`config.mk`:
```
export PLATFORM = sky130hd
export DESIGN_NAME = sbox_share_sched
export DESIGN_NICKNAME = d
export VERILOG_FILES = /design/src/rtl/sbox_share_sched.sv
export SDC_FILE = /design/constraint.sdc
export NUM_CORES = 1
export LEC_CHECK = 0
export CORE_ASPECT_RATIO = 2
export CORE_MARGIN = 5
export CORE_UTILIZATION = 35
export DETAILED_ROUTE_END_ITERATION = 12
export PLACE_DENSITY_LB_ADDON = 0.05
export SYNTH_ARGS = -nofsm -noshare
export SYNTH_HDL_FRONTEND = slang
export SYNTH_SLANG_ARGS = --single-unit
```
`constraint.sdc`:
```
create_clock -name clk -period 22.4 [get_ports clk]
set_input_delay 2.24 -clock clk [delete_from_list [all_inputs] [get_ports clk]]
set_output_delay 2.24 -clock clk [all_outputs]
set_load 0.02 [all_outputs]
```
`src/rtl/sbox_share_sched.sv`:
```
// One AES s-box shared by a 16-byte state port and a 4-byte key-word port, one byte per cycle.
// Done follows grant by 16 (state) or 4 (key) edges; both ports round-robin, and a waiting request holds its level.

module s_box (
    input  logic [7:0] i_byte,
    output logic [7:0] o_byte
);
    // Entry for input x sits at bits [8*(255-x) +: 8]; ~x gives 255-x.
    localparam logic [2047:0] TABLE = {
        128'h637c777bf26b6fc53001672bfed7ab76,
        128'hca82c97dfa5947f0add4a2af9ca472c0,
        128'hb7fd9326363ff7cc34a5e5f171d83115,
        128'h04c723c31896059a071280e2eb27b275,
        128'h09832c1a1b6e5aa0523bd6b329e32f84,
        128'h53d100ed20fcb15b6acbbe394a4c58cf,
        128'hd0efaafb434d338545f9027f503c9fa8,
        128'h51a3408f929d38f5bcb6da2110fff3d2,
        128'hcd0c13ec5f974417c4a77e3d645d1973,
        128'h60814fdc222a908846eeb814de5e0bdb,
        128'he0323a0a4906245cc2d3ac629195e479,
        128'he7c8376d8dd54ea96c56f4ea657aae08,
        128'hba78252e1ca6b4c6e8dd741f4bbd8b8a,
        128'h703eb5664803f60e613557b986c11d9e,
        128'he1f8981169d98e949b1e87e9ce5528df,
        128'h8ca1890dbfe6426841992d0fb054bb16
    };

    assign o_byte = TABLE[{~i_byte, 3'b000} +: 8];
endmodule

module sbox_share_sched #(
    parameter bit KEY_FIRST = 1'b1
) (
    input  logic         clk,
    input  logic         rst,
    input  logic         st_req,
    input  logic [127:0] st_data,
    output logic         st_done,
    output logic [127:0] st_result,
    input  logic         kw_req,
    input  logic [31:0]  kw_data,
    output logic         kw_done,
    output logic [31:0]  kw_result,
    output logic         busy
);
    typedef enum logic [1:0] {IDLE, RUN_ST, RUN_KW, DONE} state_t;

    state_t             r_state;
    logic [3:0]         r_cnt;
    logic [15:0][7:0]   r_work;
    logic               r_last_kw;

    logic               w_st_elig;
    logic               w_kw_elig;
    logic               w_grant_kw;
    logic               w_grant_st;
    logic [3:0]         w_idx;
    logic [7:0]         w_sbox_in;
    logic [7:0]         w_sbox_out;

    assign w_st_elig  = st_req & ~st_done;
    assign w_kw_elig  = kw_req & ~kw_done;
    assign w_grant_kw = w_kw_elig & (~w_st_elig | ~r_last_kw);
    assign w_grant_st = w_st_elig & ~w_grant_kw;

    // Byte 0 is the most significant byte, so packed index counts down from the top.
    assign w_idx     = (r_state == RUN_KW) ? {2'b00, 2'd3 - r_cnt[1:0]} : 4'd15 - r_cnt;
    assign w_sbox_in = r_work[w_idx];

    s_box u_sbox (
        .i_byte (w_sbox_in),
        .o_byte (w_sbox_out)
    );

    always_ff @(posedge clk or posedge rst) begin
        if (rst) begin
            r_state   <= IDLE;
            r_cnt     <= 4'd0;
            r_work    <= '0;
            r_last_kw <= ~KEY_FIRST;
            st_done   <= 1'b0;
            kw_done   <= 1'b0;
            st_result <= '0;
            kw_result <= '0;
            busy      <= 1'b0;
        end else begin
            st_done <= 1'b0;
            kw_done <= 1'b0;
            case (r_state)
                IDLE: begin
                    if (w_grant_kw) begin
                        r_work    <= {96'd0, kw_data};
                        r_cnt     <= 4'd0;
                        r_last_kw <= 1'b1;
                        busy      <= 1'b1;
                        r_state   <= RUN_KW;
                    end else if (w_grant_st) begin
                        r_work    <= st_data;
                        r_cnt     <= 4'd0;
                        r_last_kw <= 1'b0;
                        busy      <= 1'b1;
                        r_state   <= RUN_ST;
                    end
                end
                RUN_ST: begin
                    r_work[w_idx] <= w_sbox_out;
                    if (r_cnt == 4'd15) begin
                        st_result <= {r_work[15:1], w_sbox_out};
                        st_done   <= 1'b1;
                        r_state   <= DONE;
                    end else begin
                        r_cnt <= r_cnt + 4'd1;
                    end
                end
                RUN_KW: begin
                    r_work[w_idx] <= w_sbox_out;
                    if (r_cnt == 4'd3) begin
                        kw_result <= {r_work[3:1], w_sbox_out};
                        kw_done   <= 1'b1;
                        r_state   <= DONE;
                    end else begin
                        r_cnt <= r_cnt + 4'd1;
                    end
                end
                DONE: begin
                    busy    <= 1'b0;
                    r_state <= IDLE;
                end
                default: begin
                    busy    <= 1'b0;
                    r_state <= IDLE;
                end
            endcase
        end
    end
endmodule

```
==> results.toml, run 1 <==
[clock_network]
clock_sinks = 298
root_buffer = "clkbuf_16"
post-cts-setup-buffers = 0
cts_tree = "built"
htree_levels = 1
postCtsHoldBufs = 0
ctsLongestPathBuffers = 3
cts-resized-gates = 0
clock_latency_ps = 600
cts_made_buffers = 29
cts.clk_slew.worst_paths_ps = 70

[route]
drt-vias-per-instance = 6.16
dr.pass1.iters = 7
drc = 0
routed_wirelength_um = 92000
drtIter0Drc = 1586
vias = 18100
wl_per_cell_um = 31.3
antenna_left = 0

[synthesis]
yosysSeqAreaShare = 0.431
ys_types = 82
synthArstFlopShare = 1.00
syn-cell-area_sq_um = 17300
synth_top_cell_area_share = 0.431
synth-edff-count = 0
synth.most_common_cell = "nand2_1"
syn_inst = 2031
synth_flop_cell = "dfrtp_1"
synth_area_leaders = "dfrtp_1, nand2_1, a21oi_1"
synth_fp_nets = 2218
yosys_warnings = 0
synth.top_cells.by_count = "nand2_1, dfrtp_1, a21oi_1, nor2_1, o21ai_0"
synth_seq_cells = 298
syn_avg_cell_area_sq_um = 8.53
synth_top_cell_by_area = "dfrtp_1"

[sta]
tightest_slew_ps = 1480
finalCriticalPeriod_ps = 6420
relSlewSlack = 0.0137
rsz0062_at_grt = "false"
clock_skew_ps = 42.0
hold_slack_ps = 473
setup_violations = 0
max_freq_ghz = 0.156
post-route-period-util = 0.286
timing.setup.tns_ps = 0
maxSlewViolCount = 0
hold_viol = 0

[die]
dieArea_sq_um = 54300
dieHeight_um = 325
io_pins = 327
fp.dieW_um = 167
start_util = 0.353
rows = 115
coreArea_sq_um = 49100

[hold_path]
hp-class = "register to register"

[worst_setup_path]
cp_top_family = "compound AO/OA/AOI/OAI gates"
worst-path-max-fanout = 35
crit_path_start_kind = "register"
cp.required_ps = 22910
crit_type = "register to register"
slowest_delay_ps = 890
crit_path_top_delay_cell = "a211o_1"
end_kind = "register"
reg2reg_slack_ps = 15980
worst_ep_arrival_time_ps = 6920
crit_buf_inv = 4
crit_chain = "inv_1 > ha_1 > or3b_1 > o22a_1 > a21oi_4 > nor2_4 > buf_4 > inv_1 > buf_4 > ha_1 > nand2_1 > a32oi_1 > o21ai_1 > a2111oi_0 > a211o_1 > a221o_1"

[global_routing]
overflow = 0
grt_max_degree = 97
first_global_vias = 18600
antenna_found_initial = 2
grt_pass1_wl_um = 133000
gr-usage-all-layers = 0.327

[outcome]
status = "finished, final reports clean"

[layout]
nets = 2460
area_delta_synth_final_pct = 27.0
drive_gt1_frac = 0.0740

[place]
portBuffers = 326
routabilityCongestion = 1.00
hpwlAfterDp_um = 68300

[job]
cap_violations = 0
-- cells by family after synthesis --
family                     after synthesis  share of synthesized area
xor gates and xnor gates                 1                   0.000506
and+or+nand+nor                        892                      0.218
buffers and inverters                  179                     0.0521
DFF                                    298                      0.431
muxes                                   89                     0.0682
adders and majority gates               23                     0.0166
AOI/OAI and AO/OA                      549                      0.214
-- area by class of cell --
class	count	area [sq um]
fill	4942	27100
multi-input combinational	1554	9020
sequential	298	7460
timing repair buffer	371	3600
clock buffer	40	827
tap	643	805
clock inverter	14	198
inverter	19	81.3
antenna	1	2.50
-- path summary, 6_finish.rpt --
kind,from,end,depth (start not counted)
worst max-delay path,r_state[0],r_work[40],16
worst min-delay path,kw_result[11],kw_result[11],2
worst max register to register,r_state[0],r_work[40],16
worst min register to register,kw_result[11],kw_result[11],2
max in group asynchronous,rst,st_result[40],4
min in group asynchronous,rst,kw_result[27],2
-- worst min-delay path, cell delays in order, from the launching register on --
cell	delay [ps]
dfrtp_1	340
nand2_1	50
nand2_1	50
-- cells in the final DEF (no fill, tap or decap), types with 13 or more instances in the layout --
| cell type | instances |
|---|---|
| nor2_1 | 112 |
| mux4_2 | 22 |
| nand2_1 | 562 |
| clkdlybuf4s50_1 | 326 |
| o211ai_1 | 16 |
| mux2i_1 | 55 |
| clkbuf_16 | 29 |
| nor3_1 | 68 |
| a21oi_1 | 155 |
| nand3_1 | 52 |
| o21ai_0 | 89 |
| ha_1 | 22 |
| a221o_1 | 53 |
| and3_1 | 41 |
| o22ai_1 | 68 |
| dfrtp_1 | 296 |
| buf_4 | 45 |
| inv_1 | 14 |
| a31oi_1 | 21 |
| a211oi_1 | 14 |
| o21ai_1 | 13 |
-- state kept, by name, indices dropped and copies added (netlist names) --
register	count
r_work	128
st_result	128
kw_result	32
r_cnt	4
r_state	2
busy	1
kw_done	1
r_last_kw	1
st_done	1
-- metal layers --
metal | track usage | wire, um | up-vias
met5 | 0 | 0 | -
met4 | 0.229 | 8410 | 0
met3 | 0.0544 | 6020 | 355
met2 | 0.593 | 47700 | 1069
met1 | 0.338 | 29900 | 8899
li1 | - | - | 7792
-- stage by stage --
| step | cells | setup slack, ps | instance area (sq um) | util |
|---|---|---|---|---|
| 6_report | 2940 | 15980 | 22000 | 0.448 |
| 5_1_grt | 2940 | 15830 | 22000 | 0.448 |
| 4_1_cts | 2939 | 16160 | 22000 | 0.448 |
| 3_5_place_dp | 2885 | 16190 | 21000 | 0.427 |
| 3_3_place_gp | 2885 | 16180 | 21000 | 0.427 |
| 2_1_floorplan | 2031 | 11930 | 17300 | - |
Power of run 1 is left out: the tool's default activity adds up to more than one toggle a clock period on the data nets, which glitch-free logic cannot reach.
==> run 2: changes to the inputs <==
- clock period: 22.4 -> 6.6 ns (I/O delays scaled with it)
==> run 2 against run 1 <==
Clock skew fell by 6.9 ps. Clock-buffer cell count down 1. Worst setup slack worse by 16000 ps. Critical endpoint is now r_work[74].
==> results.toml, run 2 (synthesis results as in run 1) <==
[worst_setup_path]
worst-path-max-fanout = 24
end_kind = "register"
worst_ep_arrival_time_ps = 6630
crit_path_start_kind = "register"
cp.required_ps = 7040
crit_type = "register to register"

[sta]
relSlewSlack = 0.168
rsz0062_at_grt = "false"
post-route-period-util = 0.939
tightest_slew_ps = 1250
maxSlewViolCount = 0
max_freq_ghz = 0.161
hold_slack_ps = 473
timing.setup.tns_ps = 0
clock_skew_ps = 35.1
setup_violations = 0
finalCriticalPeriod_ps = 6200
hold_viol = 0

[route]
wl_met1_um = 31100
wl_met2_um = 49500
wl_met3_um = 5990
dr.pass1.iters = 7
antenna_left = 0
routed_wirelength_um = 95700
drc = 0
drt-vias-per-instance = 6.14
vias = 18400
topRoutingLayerUsed = "met4"
drtIter0Drc = 1782
wl_per_cell_um = 32.0

[clock_network]
cts-resized-gates = 0
postCtsHoldBufs = 0
cts_made_buffers = 28
root_buffer = "clkbuf_16"
clock_latency_ps = 590
cts.clk_slew.worst_paths_ps = 70
ctsLongestPathBuffers = 3
clock_sinks = 298
cts_tree = "built"
post-cts-setup-buffers = 0
htree_levels = 1

[global_routing]
gr-usage-all-layers = 0.342
antenna_found_initial = 1
grt_pass1_wl_um = 138000
first_global_vias = 19100
grt_max_degree = 136
overflow = 0

[die]
dieHeight_um = 325
coreArea_sq_um = 49100
rows = 115
start_util = 0.353
dieArea_sq_um = 54300
io_pins = 327
fp.dieW_um = 167

[layout]
regArea_sq_um = 7460
nets = 2511
area_delta_synth_final_pct = 29.2
mostFrequentLayoutCell = "nand2_1"
final_cell_area_sq_um = 22400
multi_input_area_sq_um = 9010
final_cell_mix = "nand2_1, clkdlybuf4s50_1, dfrtp_1"
top_regs = "r_work: 128 flops, st_result: 128 flops, kw_result: 32 flops"
drive_gt1_frac = 0.0921
fill_cells = 4835
fin_cells = 2991

[hold_path]
hp-class = "register to register"

[place]
portBuffers = 326
placed_area_sq_um = 21400
routabilityCongestion = 1.09
hpwlAfterDp_um = 72500
dp.cells = 2937

[outcome]
status = "finished, final reports clean"

[job]
cap_violations = 0
==> run 2: per-stage QoR <==
stage          utilization  setup slack, ps
3_5_place_dp         0.436              827
2_1_floorplan            -             1980
4_1_cts              0.456              761
6_report             0.456              401
5_1_grt              0.456              332
3_3_place_gp         0.436              843
==> run 2: cell type report <==
cell class,count,area share
multi-input cells,1554,0.403
repair buffers,423,0.181
clock buffers,39,0.0349
inverters,19,0.00347
clock inverters,13,0.00833
well taps,643,0.0360
diodes,2,0.000224
flip-flops and latches,298,0.333
==> run 2: final timing paths <==
check,startpoint,endpoint,slack [ps],cells after the start
setup / recovery,r_state[0],r_work[74],400,16
hold / removal,kw_result[9],kw_result[9],470,2
setup reg to reg,r_state[0],r_work[74],400,16
hold reg to reg,kw_result[9],kw_result[9],470,2
max in group asynchronous,rst,st_result[73],4540,4
min in group asynchronous,rst,st_result[105],640,3
==> run 2: layer usage <==
| layer | vias up | track usage |
|---|---|---|
| li1 | 7902 | - |
| met1 | 9037 | 0.355 |
| met2 | 1091 | 0.615 |
| met3 | 324 | 0.0522 |
| met4 | 0 | 0.251 |
| met5 | - | 0 |
==> run 2: worst max-delay path, stage by stage (launching register included) <==
cell,delay (ps)
dfrtp_1,430
inv_1,170
ha_1,550
or3b_1,390
o22a_1,300
a21oi_4,70
buf_4,240
nor2_4,700
inv_1,150
ha_1,250
nor2_1,340
a311oi_1,90
nor4_1,840
a311oi_1,140
a21oi_2,930
buf_4,320
o22ai_1,100
Power of run 2 is left out for the same reason.
